File: src/rtl/run_length_detector_if.sv
// -----------------------------------------------------------------------------
// run_length_detector_if
// Groups the sample-side and status-side signals of run_length_detector.
//   master : drives en, w, overlap, clear; observes the status outputs
//   slave  : the detector itself (consumes samples, drives status)
// Signals:
//   en        sample qualifier
//   w         serial data bit
//   overlap   1 = overlapping detection, 0 = non-overlapping
//   clear     synchronous soft clear (hit_count unaffected)
//   z         hit flag
//   z_one     hit is a run of ones
//   z_zero    hit is a run of zeros
//   state     one-hot state {RUN1, RUN0, IDLE}
//   run_cnt   current run length
//   hit_count saturating hit counter
// -----------------------------------------------------------------------------
interface run_length_detector_if #(
  parameter int RUN_LEN = 4,
  parameter int HIT_W   = 8
);
  localparam int CNT_W = $clog2(RUN_LEN + 1);

  logic             en;
  logic             w;
  logic             overlap;
  logic             clear;
  logic             z;
  logic             z_one;
  logic             z_zero;
  logic [2:0]       state;
  logic [CNT_W-1:0] run_cnt;
  logic [HIT_W-1:0] hit_count;

  modport master (
    output en, w, overlap, clear,
    input  z, z_one, z_zero, state, run_cnt, hit_count
  );

  modport slave (
    input  en, w, overlap, clear,
    output z, z_one, z_zero, state, run_cnt, hit_count
  );
endinterface

File: src/rtl/run_length_detector.sv
// -----------------------------------------------------------------------------
// run_length_detector
// Flags RUN_LEN consecutive equal bits (all zeros or all ones) on a serial
// input sampled on enabled clock edges. Supports overlapping and
// non-overlapping detection, a synchronous soft clear and a saturating hit
// counter. Every output is a function of registers only.
// Ports:
//   clk     in  rising-edge clock
//   resetn  in  synchronous, active-low reset
//   bus     slave modport of run_length_detector_if (samples in, status out)
// Parameters:
//   RUN_LEN consecutive equal bits for a hit (2..255)
//   HIT_W   width of hit_count
// -----------------------------------------------------------------------------
module run_length_detector #(
  parameter int RUN_LEN = 4,
  parameter int HIT_W   = 8
) (
  input  logic                  clk,
  input  logic                  resetn,
  run_length_detector_if.slave  bus
);

  localparam int               CNT_W     = $clog2(RUN_LEN + 1);
  localparam logic [CNT_W-1:0] RUN_LEN_C = CNT_W'(RUN_LEN);
  localparam logic [CNT_W-1:0] CNT_ONE   = CNT_W'(1);
  localparam logic [HIT_W-1:0] HIT_MAX   = {HIT_W{1'b1}};

  localparam logic [2:0] S_IDLE = 3'b001;
  localparam logic [2:0] S_RUN0 = 3'b010;
  localparam logic [2:0] S_RUN1 = 3'b100;

  logic [2:0]       r_state;
  logic [CNT_W-1:0] r_run_cnt;
  logic [HIT_W-1:0] r_hit_count;

  logic [2:0]       w_state_next;
  logic [CNT_W-1:0] w_run_cnt_next;
  logic             w_hit;
  logic             w_same;
  logic             w_z;

  // State register: state, run length and hit counter move together.
  always_ff @(posedge clk) begin
    if (!resetn) begin
      r_state     <= S_IDLE;
      r_run_cnt   <= '0;
      r_hit_count <= '0;
    end else begin
      r_state   <= w_state_next;
      r_run_cnt <= w_run_cnt_next;
      if (w_hit && (r_hit_count != HIT_MAX)) begin
        r_hit_count <= r_hit_count + 1'b1;
      end
    end
  end

  // Next-state logic. Clear outranks the sample; en=0 holds everything.
  always_comb begin
    w_state_next   = r_state;
    w_run_cnt_next = r_run_cnt;
    w_hit          = 1'b0;
    w_same         = (r_state == S_RUN1) ? bus.w : ~bus.w;

    if (bus.clear) begin
      w_state_next   = S_IDLE;
      w_run_cnt_next = '0;
    end else if (bus.en) begin
      case (r_state)
        S_RUN0, S_RUN1: begin
          if (!w_same) begin
            w_state_next   = bus.w ? S_RUN1 : S_RUN0;
            w_run_cnt_next = CNT_ONE;
          end else if (r_run_cnt < RUN_LEN_C) begin
            w_run_cnt_next = r_run_cnt + CNT_ONE;
          end else if (bus.overlap) begin
            w_run_cnt_next = RUN_LEN_C;
          end else begin
            w_run_cnt_next = CNT_ONE;
          end
        end
        default: begin
          // IDLE, and recovery from any non-one-hot encoding.
          w_state_next   = bus.w ? S_RUN1 : S_RUN0;
          w_run_cnt_next = CNT_ONE;
        end
      endcase
      // Every consumed sample that leaves the run at full length is a hit,
      // including each extra equal bit while saturated in overlap mode.
      w_hit = (w_run_cnt_next == RUN_LEN_C);
    end
  end

  // Output decode from registers only.
  always_comb begin
    w_z           = (r_run_cnt == RUN_LEN_C);
    bus.z         = w_z;
    bus.z_one     = w_z & (r_state == S_RUN1);
    bus.z_zero    = w_z & (r_state == S_RUN0);
    bus.state     = r_state;
    bus.run_cnt   = r_run_cnt;
    bus.hit_count = r_hit_count;
  end

endmodule

File: src/flat_wrapper.sv
// flat-port wrapper written by rule: the top's interface ports become plain ports
module run_length_detector_flat 
#(
  parameter int RUN_LEN = 4,
  parameter int HIT_W   = 8
)
  (clk, resetn, bus_en, bus_w, bus_overlap, bus_clear, bus_z, bus_z_one, bus_z_zero, bus_state, bus_run_cnt, bus_hit_count);
  run_length_detector_if #(.RUN_LEN(RUN_LEN), .HIT_W(HIT_W)) bus_i ();
  input  logic clk;
  input  logic resetn;
  input wire logic [$bits(bus_i.en)-1:0] bus_en;
  input wire logic [$bits(bus_i.w)-1:0] bus_w;
  input wire logic [$bits(bus_i.overlap)-1:0] bus_overlap;
  input wire logic [$bits(bus_i.clear)-1:0] bus_clear;
  output wire logic [$bits(bus_i.z)-1:0] bus_z;
  output wire logic [$bits(bus_i.z_one)-1:0] bus_z_one;
  output wire logic [$bits(bus_i.z_zero)-1:0] bus_z_zero;
  output wire logic [$bits(bus_i.state)-1:0] bus_state;
  output wire logic [$bits(bus_i.run_cnt)-1:0] bus_run_cnt;
  output wire logic [$bits(bus_i.hit_count)-1:0] bus_hit_count;
  assign bus_i.en = bus_en;
  assign bus_i.w = bus_w;
  assign bus_i.overlap = bus_overlap;
  assign bus_i.clear = bus_clear;
  assign bus_z = bus_i.z;
  assign bus_z_one = bus_i.z_one;
  assign bus_z_zero = bus_i.z_zero;
  assign bus_state = bus_i.state;
  assign bus_run_cnt = bus_i.run_cnt;
  assign bus_hit_count = bus_i.hit_count;
  run_length_detector #(.RUN_LEN(RUN_LEN), .HIT_W(HIT_W)) u_core (.clk(clk), .resetn(resetn), .bus(bus_i));
endmodule
File: config.mk
export PLATFORM = sky130hd
export DESIGN_NAME = run_length_detector_flat
export DESIGN_NICKNAME = d
export VERILOG_FILES = /design/src/rtl/run_length_detector_if.sv /design/src/rtl/run_length_detector.sv /design/src/flat_wrapper.sv
export SDC_FILE = /design/constraint.sdc
export NUM_CORES = 1
export LEC_CHECK = 0
export CORE_MARGIN = 5
export CORE_UTILIZATION = 44
export CTS_CLUSTER_SIZE = 24
export DETAILED_ROUTE_END_ITERATION = 8
export PLACE_DENSITY = 0.76
export SLEW_MARGIN = 20
export SYNTH_ARGS = -nofsm -noshare
export SYNTH_HDL_FRONTEND = slang
export SYNTH_SLANG_ARGS = --single-unit
File: constraint.sdc
create_clock -name clk -period 2.2 [get_ports clk]
set_input_delay 0.66 -clock clk [delete_from_list [all_inputs] [get_ports clk]]
set_output_delay 0.66 -clock clk [all_outputs]
set_load 0.05 [all_outputs]
==> flow_results.org, run 1 <==
** Floorplanning
- The die covers around 0.0026 sq mm.
- The die is about 51 microns wide.
- Count of standard-cell rows :: 14
- IO Pins :: 23
- Core area :: 0.00154 sq mm
- DIE HEIGHT :: about 50 microns
- Initial standard-cell utilization of the core :: a little under half

** Final layout
- After the flow finishes, the layout carries non-filler instances totaling between 100 and 150.
- Number of nets at the end of the flow :: between 100 and 150
- Util after Layout :: about 72%
- Of the cells placed in the final design, the portion with a size suffix greater than 1 is 35.9%.
- Leaving out fill and tap cells, the most frequent cell in the layout is sky130_fd_sc_hd__buf_4.
- Fill cell instance count of the final layout :: between 100 and 150
- The repair_antennas step left the layout with diodes totalling 0.
- The top cell types in the final layout, fill and taps aside, are 20 x sky130_fd_sc_hd__buf_4, 12 x sky130_fd_sc_hd__dfxtp_1, 7 x sky130_fd_sc_hd__inv_1, 7 x sky130_fd_sc_hd__nor2_1, 7 x sky130_fd_sc_hd__a21oi_1.
- Cell area after layout :: 0.00112 sq mm
- The area growth from synthesis to layout is 53.4%.

** Timing
- Fmax achieved :: about 0.46 GHz
- Of the available clock period, the critical path in the final layout requires 98.8%.
- Final hold analysis gives a worst-case slack of 0.519 ns.
- Minimum clock period :: 2.17 ns
- Final setup viols :: 0
- The number of pins with negative max-slew slack in the final report came to 0.
- Relative slew slack :: 66.9%
- Slew of the pin with the lowest slew margin :: ~0.5 ns
- Setup TNS after final layout :: 0 ns
- The hold violation count in the final report was 0.
- Across the routed clock network, the largest skew measured is 0.00176 ns.
- Final worst slack :: around 0.027 ns

** GRT
- Global routing used between 10% and 20% of the available tracks across all layers.
- For this run the aggregate overflow at the end of global routing stands at 0.
- Antenna violations before repair :: 0
- The via count of the first global-routing pass is 683.
- Pin count of the biggest net entering global routing :: 9
- The first global-routing pass estimated roughly 2.9 mm of wire.

** Clock network
- The clock net in this run drives a total of 14 sinks.
- Cell at the root of the clock tree :: sky130_fd_sc_hd__clkbuf_4
- At the later pin of the worst-skew pair, clock insertion delay measures between 0.2 and 0.3 ns.
- Maximum buffer depth of the clock tree :: 2
- Clk pin slew, worst setup/hold paths :: roughly 0.08 ns
- CTS tree :: done
- In this run the number of H-tree levels came out at 1.
- TritonCTS buffer count :: 3

** Yosys
- In the synthesized netlist, mux cells make up about 4.3% of the area.
- When the netlist entered floorplanning its net count stood at 92.
- The synthesized netlist devotes under 10% of its cell area to XOR and XNOR gates.
- Share of synthesized cell area in full adder, half adder and majority cells :: 5.15%
- Combinational family with the most area after synthesis :: simple AND/OR/NAND/NOR gates
- Of the synthesized area, sequential elements account for 38.5%.
- After synthesis the netlist holds a flip-flop and latch count of 14.
- Complex-gate fraction of the synthesized area :: about a fifth
- Synthesis handed over a netlist of 83 instances.
- The synthesized netlist occupies a cell area of 728 sq um.
- The synthesized design spends more area on one cell type than any other, namely sky130_fd_sc_hd__dfxtp_1.
- Post-synth top area share :: slightly below 40%
- The Yosys step of the flow raised 0 warnings.
- Simple logic cell fraction of the synthesized area :: approximately a quarter
- Synthesis instantiated 32 different standard cells from the library.
- After synthesis, the mean cell area works out to around 8.8 sq um.
- Main area contributors after synthesis :: sky130_fd_sc_hd__dfxtp_1 38%, sky130_fd_sc_hd__a21oi_1 5.5%, sky130_fd_sc_hd__ha_1 5.2%, sky130_fd_sc_hd__o21ai_0 4.1%, sky130_fd_sc_hd__inv_1 3.6%

** Placement
- Placer Congestion :: just under 0.8
- Summing all placed instances gives a cell area of ~0.0010 sq mm.
- Summed over all nets, the half-perimeter wirelength after detailed placement is about 1.3 mm.
- Total of buffers placed on input and output ports :: 22
- After detailed placement, the design holds a cell count of 124.
- Before CTS, the worst setup slack after placement is -0.304 ns.

** Drt
- Routed Antenna Nets :: 0
- The routed layout has 741 vias.
- The first detailed-routing pass took 4 iterations.
- The detailed router finished its first iteration with 17 violations.
- Residual DRC :: 0
- Routed length per placed instance :: between 10 and 15 microns
- After detailed routing, the total wire length is roughly 1.8 mm.
- In the routed layout, each cell is associated on average with a via count of ~5.6.

** Power and ir drop
- Sequential cells account for between 50% and 60% of the total power.
- Static leakage power :: about 0.44 nW
- Switch share :: 22.7%
- Power comes to 0.489 mW.
- Part of the power in the clock network :: a little over a third
- Internal cell power :: 0.378 mW
- Combinational group share of total power :: roughly 10%
- Peak supply drop :: 0.299 mV
- For this design the ratio of total power to cell area is ~440 mW/mm^2.
- For this design the total switching power over the nets is around 0.11 mW.

** Worst setup path
- Data required time at the worst endpoint :: approximately 2.4 ns
- Flop-to-flop setup slack :: about 0.19 ns
- Crit end category :: flop
- Max Fanout on Critical Path :: 6
- The worst setup path is of the in -> reg kind.
- Critical path arrival :: approximately 2.4 ns
- Worst setup SP type :: input port

** Flow run
- Max-cap violation count :: 0

** Status
- The flow ran to the end, and the final reports show no timing, DRC or antenna violations.

** Hold path
- In this run the worst hold path is classified as reg -> reg.
[worst paths after layout]
| check | cells past startpoint | from | to |
|---|---|---|---|
| setup reg to reg | 7 | u_core.bus.hit_count[0] | u_core.bus.hit_count[2] |
| hold / removal | 2 | u_core.bus.hit_count[1] | u_core.bus.hit_count[1] |
| hold reg to reg | 2 | u_core.bus.hit_count[1] | u_core.bus.hit_count[1] |
| setup / recovery | 7 | bus_overlap | u_core.bus.hit_count[2] |
[repair_timing]
item | in CTS | in global routing
hold buffers | 0 | 0
setup endpoints to repair | 1 | 5
cloned | 1 | 0
setup buffers | 1 | 3
resized for setup | 0 | 8
pin swaps | 2 | 3
[power groups by stage]
stage / Clock (mW) / Combinational (mW) / Sequential [mW]
2_1_floorplan: 0 / 0.0130 / 0.278
3_3_place_gp: 0 / 0.0475 / 0.268
3_5_place_dp: 0 / 0.0476 / 0.268
4_1_cts: 0.181 / 0.0479 / 0.262
5_1_grt: 0.196 / 0.0516 / 0.263
6_report: 0.178 / 0.0482 / 0.262
[registers in the layout, indices dropped and copies added, names as in the netlist]
name,cells
u_core.bus.state,3
u_core.bus.run_cnt,3
u_core.bus.hit_count,8
[layer usage]
layer	global-route usage, %	vias up	routed length, microns
li1	-	376	-
met1	16.4	342	807
met2	24.6	19	820
met3	3.25	4	100
met4	3.83	0	33
met5	0	-	0
[final cells by class]
class	instances	area (sq um)	share of cell area, %
flip-flops and latches	14	283	25.3
clock buffers	4	36.3	3.25
multi-input cells	62	469	42.0
inverters	7	26.3	2.35
repair buffers	30	283	25.3
well taps	16	20.0	1.79
[logic make-up (layout without fill, tap and decap cells)]
logic type,count (synthesis),in the layout
fa+ha+maj,3,3
buf+inv,8,41
mux,3,3
xor+xnor,1,1
compound gates,22,22
flops,14,14
simple gates,32,33
[critical path, cell delays in order]
cell	delay, ns
sky130_fd_sc_hd__clkdlybuf4s50_1	0.52
sky130_fd_sc_hd__mux2i_2	0.09
sky130_fd_sc_hd__a311oi_2	0.25
sky130_fd_sc_hd__buf_4	0.18
sky130_fd_sc_hd__nand3_4	0.09
sky130_fd_sc_hd__or3_2	0.44
sky130_fd_sc_hd__a21oi_2	0.15
[Yosys cell counts]
master / count
sky130_fd_sc_hd__and3b_1: 1
sky130_fd_sc_hd__a21o_1: 1
sky130_fd_sc_hd__xor2_1: 1
sky130_fd_sc_hd__or3_1: 4
sky130_fd_sc_hd__a311oi_1: 1
sky130_fd_sc_hd__o211ai_1: 1
sky130_fd_sc_hd__mux2_1: 1
sky130_fd_sc_hd__o21ai_0: 6
sky130_fd_sc_hd__buf_6: 1
sky130_fd_sc_hd__or2_2: 1
sky130_fd_sc_hd__nor2_1: 7
sky130_fd_sc_hd__or3_2: 1
sky130_fd_sc_hd__or4_1: 1
sky130_fd_sc_hd__o2111a_2: 1
sky130_fd_sc_hd__a21oi_1: 8
sky130_fd_sc_hd__nor3b_2: 1
sky130_fd_sc_hd__nand2_1: 5
sky130_fd_sc_hd__dfxtp_1: 14
sky130_fd_sc_hd__a311oi_2: 1
sky130_fd_sc_hd__mux2i_1: 2
sky130_fd_sc_hd__and2_1: 1
sky130_fd_sc_hd__nand3_1: 2
sky130_fd_sc_hd__and4_1: 1
sky130_fd_sc_hd__o31ai_1: 1
sky130_fd_sc_hd__nand4_1: 2
sky130_fd_sc_hd__inv_1: 7
sky130_fd_sc_hd__nor4b_1: 2
sky130_fd_sc_hd__nor3_1: 1
sky130_fd_sc_hd__ha_1: 3
sky130_fd_sc_hd__nand2b_1: 1
sky130_fd_sc_hd__a211oi_1: 2
sky130_fd_sc_hd__nand3_2: 1
No activity file was read; power rests on OpenSTA's default activity.
==> inputs of run 2 (changes only) <==
- CTS_CLUSTER_SIZE: 24 -> 8
- MAX_ROUTING_LAYER: default -> met4
- SKIP_CTS_REPAIR_TIMING: default -> 1
==> run 2 against run 1 <==
  * Core utilization fell by 1.4 points
  * Global-route usage fell by 0.21 points
  * Largest power group unchanged
  * First-iteration DRC count shrank 24%
  * Clock skew shrank 0.00070 ns
  * Die area did not move
  * Clock power about the same
  * Critical path type is now reg -> out
  * Highest routed layer unchanged
  * Critical path depth shrank 6
  * Non-clock buffer count shrank 3
==> flow_results.org, run 2 (synthesis results as in run 1) <==
** Clock network
- Cell at the root of the clock tree :: sky130_fd_sc_hd__clkbuf_4 (unchanged)
- TritonCTS buffer count :: 3 (unchanged)
- CTS tree :: done (unchanged)
- The number of sinks handled by clock tree synthesis is 14 (unchanged).
- The deepest level of the CTS H-tree was 1 (unchanged).
- Worst-Skew Late Latency :: 0.27 ns (about the same)
- The clock-pin slew on the worst setup and hold paths came to 0.08 ns (about the same).
- The number of buffers on the longest clock path was 2 (unchanged).

** Worst setup path
- The type of element launching the critical path is a flop (was input port).
- List of cells traversed by the critical path :: clkdlybuf4s50_1 (was clkdlybuf4s50_1 > mux2i_2 > a311oi_2 > buf_4 > nand3_4 > or3_2 > a21oi_2)
- The critical path depth came to 1 (was 7).
- R2R cell count :: 6 (was 7)
- Max Fanout on Critical Path :: 4 (was 6)
- Critical setup path kind :: reg -> out (was in -> reg)
- Cell type of the slowest stage on the worst timing path :: sky130_fd_sc_hd__clkdlybuf4s50_1 (unchanged)
- The required time of the critical path came to 1.54 ns (was 2.40 ns).
- The number of buffer and inverter instances along the worst setup path came to 1 (was 2).
- Biggest cell delay along the critical path :: 0.82 ns (was 0.52 ns)
- The flop-to-flop setup slack is 0.23 ns (was 0.19 ns).
- The critical path data arrival time is 1.48 ns (was 2.38 ns).
- The type of element capturing the critical path is an output pin (was flop).
- Family with the most delay on the worst path :: buffers and inverters (unchanged)

** GRT
- Aggregate global-route resource usage :: 13.7% (was 13.9%)
- Remaining Overflow, GRT :: 0 (unchanged)
- The global-route wire length before repair came to 2.77 mm (was 2.89 mm).
- The initial antenna violation count is 0 (unchanged).
- The largest net degree at the start of global routing came to 12 (was 9).
- Via count of the first global-routing pass :: 668 (was 683)

** Power and ir drop
- The maximum resistive drop on vdd was 0.287 mV (was 0.299 mV).
- The static leakage came to 0.434 nW (was 0.440 nW).
- The overall power after layout was 0.488 mW (was 0.489 mW).
- The total power per unit cell area came to 445 mW/mm^2 (was 437 mW/mm^2).

** Final layout
- Most frequent standard cell in the layout excluding fill and tap cells :: sky130_fd_sc_hd__buf_4 (unchanged)
- Commonest non-fill, non-tap cells in the layout :: 17 x sky130_fd_sc_hd__buf_4, 13 x sky130_fd_sc_hd__dfxtp_1, 7 x sky130_fd_sc_hd__inv_1, 7 x sky130_fd_sc_hd__nor2_1, 7 x sky130_fd_sc_hd__a21oi_1 (was 20 x sky130_fd_sc_hd__buf_4, 12 x sky130_fd_sc_hd__dfxtp_1, 7 x sky130_fd_sc_hd__inv_1, 7 x sky130_fd_sc_hd__nor2_1, 7 x sky130_fd_sc_hd__a21oi_1)
- Cell area after layout :: 0.00110 sq mm (was 0.00112 sq mm)
- The number of flip-flops in the largest register is 8 (unchanged).
- The number of antenna cells inserted came to 0 (unchanged).
- The number of nets at the end of the flow is 124 (was 127).
- The synthesis-to-finish area growth is 50.5% (was 53.4%).
- Share of layout cells above drive strength 1 :: 33.3% (was 35.9%)

** Floorplanning
- The number of placement rows was 14 (unchanged).
- Core area :: 0.00154 sq mm (unchanged)
- Die extent in x :: 50.7 microns (unchanged)
- The top-level I/O count was 23 (unchanged).
- Initial standard-cell utilization of the core :: 47.2% (unchanged)
- The area of the die came to 0.00257 sq mm (unchanged).
- DIE HEIGHT :: 50.7 microns (unchanged)

** Placement
- The instance area at placement came to 0.00102 sq mm (unchanged).
- The final HPWL from detailed placement came to 1.32 mm (unchanged).
- Worst setup slack after placement :: -0.304 ns (unchanged)
- Placer Congestion :: 0.803 (was 0.792)
- Total of buffers placed on input and output ports :: 22 (unchanged)

** Timing
- Fin crit share :: 97.5% (was 98.8%)
- Setup TNS after final layout :: 0 ns (unchanged)
- The number of pins with negative max-slew slack in the final report came to 0 (unchanged).
- Final worst slack :: 0.0560 ns (was 0.0268 ns)
- Worst hold margin :: 0.519 ns (about the same)
- Fin Clk Skew :: 0.00106 ns (was 0.00176 ns)
- The maximum achievable frequency is 0.466 GHz (was 0.460 GHz).
- Setup repair after global routing left no endpoint under its margin.
- The final period demand of the worst path was 2.14 ns (was 2.17 ns).
- Relative slew slack :: 66.8% (was 66.9%)
- Final setup viols :: 0 (unchanged)
- Slew of the pin with the lowest slew margin :: 0.497 ns (was 0.496 ns)
- The hold violation count in the final report was 0 (unchanged).

** Status
- Outcome :: completed (unchanged)

** Hold path
- The worst min-delay path class is reg -> reg (unchanged).
- Cell count of the worst hold path :: 2 (unchanged)

** Drt
- Number of iterations in the first detailed-routing pass :: 5 (was 4)
- Routed length per placed instance :: 13.3 microns (was 13.2 microns)
- The number of DRC markers in iteration 0 came to 13 (was 17).
- The final wirelength was 1.73 mm (was 1.76 mm).
- Routed Antenna Nets :: 0 (unchanged)
- Vias :: 734 (was 741)
- The met2 wirelength from detailed routing was 825 microns (was 820 microns).
- The total met3 wirelength after detailed routing was 89 microns (was 100 microns).
- The number of remaining DRC errors is 0 (unchanged).
- The detailed-route vias per instance is 5.65 (was 5.57).
- The uppermost signal routing layer after detailed routing was met4 (unchanged).
- The routed length on met1 came to 796 microns (was 807 microns).

** Flow run
- Max-cap violation count :: 0 (unchanged)
-- run 2: power by group --
part	internal, mW	switching (mW)	leakage [nW]	total (mW)
Combinational	0.0206	0.0273	0.299	0.0479
Clock	0.100	0.0773	0.0210	0.178
Sequential	0.256	0.00579	0.114	0.262
-- run 2: per-layer routing --
metal  GRT usage, %  vias up
met3           3.25        4
met4           3.83        0
li1               -      370
met5              -        -
met1           15.4      343
met2           23.8       17
-- run 2: worst reg2reg max path: stages (launching register included) --
cell	delay, ns
sky130_fd_sc_hd__dfxtp_1	0.35
sky130_fd_sc_hd__ha_1	0.21
sky130_fd_sc_hd__and2_1	0.19
sky130_fd_sc_hd__a311oi_2	0.42
sky130_fd_sc_hd__nand3_4	0.14
sky130_fd_sc_hd__or3_2	0.44
sky130_fd_sc_hd__a21oi_2	0.15
-- run 2: cell type report --
| class | instances | area (sq um) |
|---|---|---|
| sequential | 14 | 282 |
| multi-input combinational | 62 | 469 |
| timing repair buffer | 27 | 263 |
| clock buffer | 4 | 36.3 |
| inverter | 7 | 26.3 |
| fill | 121 | 445 |
| tap | 16 | 20.0 |
-- run 2: final timing paths --
| kind | startpoint | to |
|---|---|---|
| min reg2reg | u_core.bus.hit_count[1] | u_core.bus.hit_count[1] |
| max reg2reg | u_core.bus.hit_count[0] | u_core.bus.hit_count[2] |
| min | u_core.bus.hit_count[1] | u_core.bus.hit_count[1] |
| max | u_core.bus.run_cnt[1] | bus_run_cnt[1] |
-- run 2: through the flow --
stage                     util, %  cells
after floorplan                 -     83
after global placement       66.1    124
after detailed placement     66.1    124
after CTS                    68.4    128
after global routing         71.1    130
final                        71.1    130
==> inputs of run 3 (changes only) <==
- RECOVER_POWER: default -> 50
==> run 3 against run 2 <==
  * Worst hold slack lost 0.0056 ns
  * Sequential share of layout area is 0.82 points higher
  * Routed wire length down 1.0%
  * Critical path depth is the same
  * Critical path type unchanged
  * Core utilization decreased by 2.5 points
  * Total power shrank 0.24%
  * Via count is 1.2% higher
  * Die area stayed put
  * First-iteration DRC count is 23% higher
  * Clock power about the same
==> flow_results.org, run 3 (synthesis results as in run 1) <==
** Status
- Outcome: completed (unchanged).

** Placement
- The count of input and output buffers is 22 (unchanged).
- Placer Congestion :: 0.803 (unchanged)
- Post-placement cell count :: 124 (unchanged)
- Detailed-placement wirelength estimate :: 1.32 mm (unchanged)

** Power and ir drop
- The total power per unit cell area is 460 mW/mm^2 (was 445 mW/mm^2).
- Peak supply drop :: 0.287 mV (about the same)
- Static leakage power :: 0.392 nW (was 0.434 nW)

** Final layout
- The final instance count without filler cells was 130 (unchanged).
- The number of antenna cells inserted came to 0 (unchanged).
- The number of nets at the end of the flow came to 124 (unchanged).
- Max reg flops :: 8 (unchanged)
- The total of fill cells in the finished design came to 128 (was 121).
- Commonest non-fill, non-tap cells in the layout :: 14 x sky130_fd_sc_hd__dfxtp_1, 10 x sky130_fd_sc_hd__clkbuf_1 (was 17 x sky130_fd_sc_hd__buf_4, 13 x sky130_fd_sc_hd__dfxtp_1, 7 x sky130_fd_sc_hd__inv_1, 7 x sky130_fd_sc_hd__nor2_1, 7 x sky130_fd_sc_hd__a21oi_1)
- The fraction of final layout cells with drive strength greater than 1 came to 23.7% (was 33.3%).
- Synth-to-layout area growth :: 45.2% (was 50.5%)
- Most frequent standard cell in the layout excluding fill and tap cells :: sky130_fd_sc_hd__dfxtp_1 (was sky130_fd_sc_hd__buf_4)

** Floorplanning
- Total Die Area :: 0.00257 sq mm (unchanged)
- Count of standard-cell rows :: 14 (unchanged)
- The horizontal extent of the die is 50.7 microns (unchanged).
- The area of the core was 0.00154 sq mm (unchanged).
- Initial standard-cell utilization of the core :: 47.2% (unchanged)
- The top-level I/O count was 23 (unchanged).
- The vertical die dimension was 50.7 microns (unchanged).

** Drt
- Routed wire length :: 1.72 mm (was 1.73 mm)
- The count of vias placed by the detailed router is 743 (was 734).
- The number of remaining DRC errors came to 0 (unchanged).
- The number of DRC markers in iteration 0 is 16 (was 13).
- Routed Antenna Nets :: 0 (unchanged)
- Post-detailed-route via-to-cell ratio :: 5.72 (was 5.65)
- The average detailed-routed wire length per instance was 13.2 microns (was 13.3 microns).
- The iteration count of the initial detailed-routing pass came to 4 (was 5).

** Clock network
- The clock-pin slew on the worst setup and hold paths came to 0.08 ns (about the same).
- The number of buffers created by CTS is 3 (unchanged).
- Clk sinks :: 14 (unchanged)
- The number of buffers on the longest clock path was 2 (unchanged).
- The TritonCTS clock tree was done (unchanged).
- Worst-Skew Late Latency :: 0.27 ns (about the same)
- The deepest level of the CTS H-tree was 1 (unchanged).
- The root cell of the clock tree is sky130_fd_sc_hd__clkbuf_4 (unchanged).

** Worst setup path
- The largest driver fanout on the critical path was 4 (unchanged).
- R2R cell count :: 6 (unchanged)
- Worst path bufs/invs :: 1 (unchanged)
- List of cells traversed by the critical path: clkdlybuf4s50_1 (unchanged).
- Worst setup SP type :: flop (unchanged)
- The type of element capturing the critical path is an output pin (unchanged).
- RR Endpoint :: u_core.bus.hit_count[2] (unchanged)
- Flop-to-flop setup slack :: 0.23 ns (about the same)
- Worst R2R Start :: u_core.bus.hit_count[0] (unchanged)
- The delay contributed by the slowest stage of the critical path was 0.82 ns (about the same).
- The kind of critical path is reg -> out (unchanged).
- The critical path data arrival time came to 1.48 ns (about the same).
- The largest delay contributor family on the critical path is buffers and inverters (unchanged).
- The slowest cell on the critical path is sky130_fd_sc_hd__clkdlybuf4s50_1 (unchanged).
- The required time of the critical path was 1.54 ns (about the same).

** GRT
- Antenna violations before repair :: 0 (unchanged)
- Pin count of the biggest net entering global routing :: 12 (unchanged)
- Remaining Overflow, GRT :: 0 (unchanged)
- The via count of the first global-routing pass was 668 (unchanged).
- The global-route wire length before repair is 2.77 mm (unchanged).
- Aggregate global-route resource usage :: 13.7% (unchanged)

** Timing
- The slew at the pin closest to its max-slew limit was 0.610 ns (was 0.497 ns).
- Relative slew slack :: 59.5% (was 66.8%)
- The number of pins with negative max-slew slack in the final report came to 0 (unchanged).
- The aggregate negative setup slack was 0 ns (unchanged).
- The final count of negative-setup-slack endpoints is 0 (unchanged).
- Fmax achieved :: 0.467 GHz (was 0.466 GHz)
- Setup repair after global routing missed its margin: no (unchanged).
- Count of endpoints failing hold in the final timing report :: 0 (unchanged)
- Minimum clock period :: 2.14 ns (about the same)
- The final clock skew is 0.00138 ns (was 0.00106 ns).
- The fraction of the cycle the final worst path needs is 97.4% (was 97.5%).

** Hold path
- The origin of the worst min-delay path is u_core.bus.hit_count[1] (unchanged).
- Worst hold endpoint :: u_core.bus.hit_count[1] (unchanged)
- Cell count of the worst hold path :: 2 (unchanged)
- The worst min-delay path class is reg -> reg (unchanged).

** Flow run
- Max-cap violation count :: 0 (unchanged)
==> run 3: changes by cell type in the layout (fill, tap and decap cells not counted) <==
cell	previous run	this run
sky130_fd_sc_hd__dfxtp_2	1	0
sky130_fd_sc_hd__buf_4	17	7
sky130_fd_sc_hd__dfxtp_1	13	14
sky130_fd_sc_hd__clkbuf_1	0	10
==> run 3: worst max path at each step <==
stage	from	end	slack [ns]	cells past startpoint
after floorplan	u_core.bus.run_cnt[0]	bus_z_one	0.01	4
final	u_core.bus.run_cnt[1]	bus_run_cnt[1]	0.06	1
after global routing	u_core.bus.run_cnt[1]	bus_run_cnt[1]	0.007	1
after CTS	bus_w	u_core.bus.hit_count[2]	-0.04	6
after detailed placement	bus_w	u_core.bus.hit_count[2]	-0.30	6
after global placement	bus_w	u_core.bus.hit_count[2]	-0.23	6
==> run 3: report_power, final <==
part	total [mW]	internal [mW]	switching (mW)
Clock	0.178	0.100	0.0776
Sequential	0.262	0.256	0.00578
Combinational	0.0463	0.0192	0.0272
==> run 3: area by class of cell <==
| class | count | area, sq um | area share, % |
|---|---|---|---|
| multi-input cells | 62 | 469 | 44.4 |
| flip-flops and latches | 14 | 280 | 26.5 |
| repair buffers | 27 | 225 | 21.3 |
| clock buffers | 4 | 36.3 | 3.43 |
| inverters | 7 | 26.3 | 2.49 |
| well taps | 16 | 20.0 | 1.89 |
==> run 3: per-stage QoR <==
stage	worst slack, ns	power (mW)	hold WS [ns]	utilization, %	cell area (sq um)
6_report	0.0574	0.487	0.513	68.6	1060
5_1_grt	0.00656	0.509	0.549	68.6	1060
4_1_cts	-0.0421	0.491	0.518	68.4	1050
3_5_place_dp	-0.304	0.316	0.505	66.1	1020
3_3_place_gp	-0.227	0.316	0.505	66.1	1020
2_1_floorplan	0.0139	0.291	0.657	-	759
==> run 3: per-layer routing <==
layer | vias to the layer above | global-route usage, % | share of wire (%)
li1 | 372 | - | -
met1 | 346 | 15.4 | 44
met2 | 21 | 23.8 | 49
met3 | 4 | 3.25 | 6.3
met4 | 0 | 3.83 | 1.2
met5 | - | - | 0
